`src/rtl/flux_pkg.sv`:
```
// Shared types and helpers for the flux round-robin scheduler family.
package flux_pkg;

    // Widest flux count the scheduler and its picker are sized for.
    localparam int MAX_FLUX = 16;

    typedef enum logic {
        IDLE  = 1'b0,
        SERVE = 1'b1
    } sched_state_t;

    // Tag width for a given flux count (never narrower than one bit).
    function automatic int tag_width(input int flux);
        return (flux <= 2) ? 1 : $clog2(flux);
    endfunction

endpackage

```
`src/rtl/rr_priority_pick.sv`:
```
// Round-robin priority pick: finds the first set request strictly after the
// base index, wrapping modulo FLUX. Rotate, find-first-one, un-rotate.
module rr_priority_pick #(
    parameter int FLUX      = 2,
    parameter int TAG_WIDTH = $clog2(FLUX)
) (
    input  logic [FLUX-1:0]      req_i,
    input  logic [TAG_WIDTH-1:0] base_i,
    output logic                 valid_o,
    output logic [TAG_WIDTH-1:0] pick_o
);

    localparam logic [TAG_WIDTH:0] FLUX_W = (TAG_WIDTH+1)'(FLUX);

    // (a + b + 1) mod FLUX; one spare bit holds the sum before the wrap.
    function automatic logic [TAG_WIDTH-1:0] wrap_inc_add(
        input logic [TAG_WIDTH-1:0] a,
        input logic [TAG_WIDTH-1:0] b
    );
        logic [TAG_WIDTH:0] sum;
        sum = {1'b0, a} + {1'b0, b} + (TAG_WIDTH+1)'(1);
        if (sum >= FLUX_W) begin
            sum = sum - FLUX_W;
        end
        return sum[TAG_WIDTH-1:0];
    endfunction

    logic [FLUX-1:0]      rot;
    logic [TAG_WIDTH-1:0] off;

    // rot[0] is the request immediately after base, rot[FLUX-1] is base itself.
    for (genvar gi = 0; gi < FLUX; gi++) begin : g_rot
        assign rot[gi] = req_i[wrap_inc_add(base_i, TAG_WIDTH'(gi))];
    end

    // Lowest set bit of the rotated vector is the closest request after base.
    always_comb begin
        valid_o = 1'b0;
        off     = '0;
        for (int j = FLUX - 1; j >= 0; j--) begin
            if (rot[j]) begin
                valid_o = 1'b1;
                off     = TAG_WIDTH'(j);
            end
        end
    end

    assign pick_o = wrap_inc_add(base_i, off);

endmodule

```
`src/rtl/flux_rr_scheduler.sv`:
```
// Round-robin burst scheduler sharing one single-token actor across FLUX
// fluxes. A grant is picked in IDLE, then up to MAX_BURST tokens are moved
// in SERVE; any stall abandons the burst and passes the turn on.
module flux_rr_scheduler
    import flux_pkg::*;
#(
    parameter int FLUX      = 2,
    parameter int MAX_BURST = 4,
    parameter int TAG_WIDTH = tag_width(FLUX),
    parameter int CNT_WIDTH = $clog2(MAX_BURST + 1)
) (
    input  logic                 clk,
    input  logic                 rst,
    input  logic [FLUX-1:0]      en_mask_i,
    input  logic [FLUX-1:0]      empty_i,
    input  logic [FLUX-1:0]      full_i,
    output logic [FLUX-1:0]      read_o,
    output logic                 write_o,
    output logic [TAG_WIDTH-1:0] tag_o,
    output logic                 busy_o
);

    localparam logic [TAG_WIDTH-1:0] LAST_RST = TAG_WIDTH'(FLUX - 1);
    localparam logic [CNT_WIDTH-1:0] CNT_LAST = CNT_WIDTH'(MAX_BURST - 1);

    sched_state_t         state_q, state_d;
    logic [TAG_WIDTH-1:0] cur_tag_q, cur_tag_d;
    logic [TAG_WIDTH-1:0] last_tag_q, last_tag_d;
    logic [CNT_WIDTH-1:0] burst_cnt_q, burst_cnt_d;

    logic [FLUX-1:0]      elig;
    logic                 pick_valid;
    logic [TAG_WIDTH-1:0] pick_tag;
    logic                 fire;

    // A flux can move a token only if enabled, has input and has room.
    assign elig = en_mask_i & ~empty_i & ~full_i;

    rr_priority_pick #(
        .FLUX      (FLUX),
        .TAG_WIDTH (TAG_WIDTH)
    ) u_pick (
        .req_i   (elig),
        .base_i  (last_tag_q),
        .valid_o (pick_valid),
        .pick_o  (pick_tag)
    );

    // Next-state, fire decision and strobes; reset suppresses any fire.
    always_comb begin
        state_d     = state_q;
        cur_tag_d   = cur_tag_q;
        last_tag_d  = last_tag_q;
        burst_cnt_d = burst_cnt_q;
        fire        = 1'b0;
        read_o      = '0;
        case (state_q)
            IDLE: begin
                if (pick_valid) begin
                    cur_tag_d   = pick_tag;
                    burst_cnt_d = '0;
                    state_d     = SERVE;
                end
            end
            SERVE: begin
                fire = elig[cur_tag_q] & ~rst;
                if (fire) begin
                    read_o[cur_tag_q] = 1'b1;
                    if (burst_cnt_q == CNT_LAST) begin
                        last_tag_d = cur_tag_q;
                        state_d    = IDLE;
                    end else begin
                        burst_cnt_d = burst_cnt_q + CNT_WIDTH'(1);
                    end
                end else begin
                    // Stalled burst is dropped; the turn moves past this flux.
                    last_tag_d = cur_tag_q;
                    state_d    = IDLE;
                end
            end
            default: begin
                state_d = IDLE;
            end
        endcase
    end

    // State and counter registers; last_tag resets so the first search starts at 0.
    always_ff @(posedge clk) begin
        if (rst) begin
            state_q     <= IDLE;
            cur_tag_q   <= '0;
            last_tag_q  <= LAST_RST;
            burst_cnt_q <= '0;
        end else begin
            state_q     <= state_d;
            cur_tag_q   <= cur_tag_d;
            last_tag_q  <= last_tag_d;
            burst_cnt_q <= burst_cnt_d;
        end
    end

    assign write_o = fire;
    assign tag_o   = cur_tag_q;
    assign busy_o  = (state_q == SERVE);

endmodule
```
`config.mk`:
```
export PLATFORM = sky130hd
export DESIGN_NAME = flux_rr_scheduler
export DESIGN_NICKNAME = d
export VERILOG_FILES = /design/src/rtl/flux_pkg.sv /design/src/rtl/rr_priority_pick.sv /design/src/rtl/flux_rr_scheduler.sv
export SDC_FILE = /design/constraint.sdc
export NUM_CORES = 1
export LEC_CHECK = 0
export ABC_CLOCK_PERIOD_IN_PS = 1700
export CORE_AREA = 8 8 45 47
export CTS_CLUSTER_SIZE = 8
export DETAILED_ROUTE_END_ITERATION = 16
export DIE_AREA = 0 0 53 55
export SKIP_LAST_GASP = 1
export SYNTH_ARGS = -nofsm -noshare
export SYNTH_HDL_FRONTEND = slang
export SYNTH_HIERARCHICAL = 1
export SYNTH_SLANG_ARGS = --single-unit
```
`constraint.sdc`:
```
create_clock -name clk -period 1.7 [get_ports clk]
set_clock_uncertainty 0.2 [all_clocks]
set_input_delay 0.34 -clock clk [delete_from_list [all_inputs] [get_ports clk]]
set_output_delay 0.34 -clock clk [all_outputs]
set_load 0.01 [all_outputs]
```
==> impl_metrics.tcl <==
set metrics [dict create \
    end_kind "flip-flop" \
    yosys.area.top_type "dfxtp_1" \
    ir_worst_vdd_v 0.000477 \
    final_common_cell "buf_4" \
    fmax_mhz 592 \
    overflow 0 \
    ys_seq_area_frac 0.303 \
    ant_nets 0 \
    synth_cell_types 23 \
    maxCapViolations 0 \
    nNetsFinal 81 \
    wl_um 1070 \
    ys.flop_type "dfxtp_1" \
    r2r_setup_slack_ns 0.06 \
    core_mm2 0.00138 \
    final_cell_mix "buf_4 (13), dlygate4sd2_1 (5), inv_1 (4), dfxtp_1 (4)" \
    numCtsBuffers 3 \
    ys_ff_latch 6 \
    clkLatencyLatePin_ns 0.24 \
    dp.cells 79 \
    holdPathStages 1 \
    synthAdderAreaFrac 0.0915 \
    synth_top_area_frac 0.303 \
    crit_type "in -> reg" \
    syn-num-nets 50 \
    critPathMaxFanout 4 \
    cts_tree "done" \
    syn_to_final_growth_pct 69.1 \
    worst_pin_slew_ns 0.224 \
    crit_path_start_kind "primary input" \
    syn_inst 40 \
    clk_path_buf_depth 2 \
    start_util 0.287 \
    cts-root-buf "clkbuf_4" \
    core.rowCount 14 \
    clock_sinks 6 \
    num-fill-cells 139 \
    cts_max_level 1 \
    drive_above_1_share 0.507 \
    period_needed_ns 1.69 \
    synthArstFlopShare 0 \
    io_buffers 12 \
    hold_class "reg -> reg" \
    dieArea_mm2 0.00292 \
    die_y_um 55 \
    drtPass1Iterations 4 \
    r2r-start "tag_o$_SDFFE_PP0P_" \
    hold_viol_final 0 \
    synthMuxAreaShare 0.0883 \
    synth-compound-area-share 0.158 \
    final_max_slew_viol_count 0 \
    detailedRoute.firstIterationViolations 10 \
    reg2reg_to "burst_cnt_q[1]$_SDFFE_PP0P_" \
    antenna_found_initial 0 \
    n_antenna_cell 0 \
    fin_crit_sh 0.993 \
    slew-limit-headroom 0.850 \
    min_from "burst_cnt_q[0]$_SDFFE_PP0P_" \
    drt-vias-per-instance 4.98 \
    synthXorXnorAreaFrac 0 \
    wire_per_inst_um 12.6 \
    grt_max_degree 7 \
    crit_required_ns 1.63 \
    p_per_area_mw_per_mm2 516 \
    synth_area_leaders "dfxtp_1 (30%), ha_1 (6.3%), nor4b_4 (6.0%)" \
    status "complete, no violations" \
    crit_arrival_ns 1.62 \
    rsz0062_at_grt "true" \
    clk_pin_slew_ns 0.05 \
    grt_use_total 0.0820 \
    holdPathEnd "burst_cnt_q[0]$_SDFFE_PP0P_" \
    holdWs_ns 0.278 \
    first_global_vias 402 \
    finalSetupViolations 0 \
    place_congestion 0.687 \
    ios 13 \
    die_w_um 53 \
    drt_drc_violations_left 0 \
    grt_pass1_wl_um 1770 \
    avgSynthCellArea_um2 9.92 \
    yosys.area_share.simple 0.312 \
    leakagePower_uw 0.000367 \
    vias 423 \
    ff2ff_path_depth 5 \
    final_cells 85 \
    hpwlAfterDp_um 774 \
    synth_edf_count 0 \
    synth_top_family_by_area "simple AND/OR/NAND/NOR gates" \
    synth_warnings 6 \
    synth_area_um2 397 \
]
report_power, final:
group          total, µW  switching, µW  internal [µW]
Combinational       67.2           28.6           38.6
Clock                131           50.8           79.8
Sequential           148           2.96            145
registers in the layout (all words and copies together) (netlist names):
register,cells
last_tag_q,1
burst_cnt_q,3
tag_o,1
busy_o,1
Yosys cell counts, types with 2 or more instances:
library cell,n
a21oi_1,3
dfxtp_1,6
ha_1,2
inv_1,5
mux2i_1,2
nand2b_1,2
nor2_1,2
nor3b_1,2
o211a_1,2
critical path, stage by stage:
cell,delay (ns)
dlygate4sd2_1,0.24
nor3b_2,0.15
buf_4,0.14
or2_1,0.22
nand2b_1,0.12
buf_6,0.13
mux2i_1,0.21
nor2_1,0.07
cells by family (layout without fill, tap and decap cells):
group,count (synthesis),after routing
adders and majority gates,3,3
and+or+nand+nor,15,15
DFF,6,6
muxes,3,3
AOI/OAI and AO/OA,8,8
buffers and inverters,5,34
stage by stage:
step                      cell area, µm²  setup TNS, ns  total power, µW   util  setup slack (ns)
after floorplan                      397              0              174      -            0.0539
after detailed placement             619          -3.77              217  0.448            -0.675
after CTS                            648       -0.00419              348  0.468          -0.00419
final                                671              0              346  0.485            0.0114
after global routing                 671         -0.106              364  0.485           -0.0747
after global placement               619          -3.68              217  0.448            -0.665
layout make-up:
| type | count | area (µm²) | area share |
|---|---|---|---|
| clock buffers | 3 | 22.5 | 0.0336 |
| inverters | 5 | 18.8 | 0.0280 |
| multi-input cells | 29 | 289 | 0.431 |
| flip-flops and latches | 6 | 123 | 0.183 |
| well taps | 16 | 20.0 | 0.0299 |
| repair buffers | 26 | 198 | 0.295 |
per-layer routing:
layer  vias to the layer above  wire (µm)  GRT usage
met3                         0         99     0.0481
met5                         -          0          0
met2                        18        507      0.125
li1                        208          -          -
met1                       197        464     0.0897
met4                         0          0     0.0388
what timing repair did:
| action | in CTS | in global routing |
|---|---|---|
| pin swaps | 8 | 4 |
| gates resized for setup | 28 | 9 |
| setup buffers | 3 | 1 |
| endpoints found under the setup margin | 9 | 7 |
| hold buffers | 0 | 0 |
worst max-delay path by stage:
stage,from,end,depth (start not counted)
2_1_floorplan,empty_i[1],burst_cnt_q[1]$_SDFFE_PP0P_,5
3_3_place_gp,empty_i[0],write_o,4
3_5_place_dp,empty_i[0],read_o[0],4
4_1_cts,tag_o$_SDFFE_PP0P_,write_o,3
5_1_grt,en_mask_i[1],tag_o$_SDFFE_PP0P_,8
6_report,en_mask_i[1],tag_o$_SDFFE_PP0P_,8
Note: power is estimated with default switching activity, not from simulation.
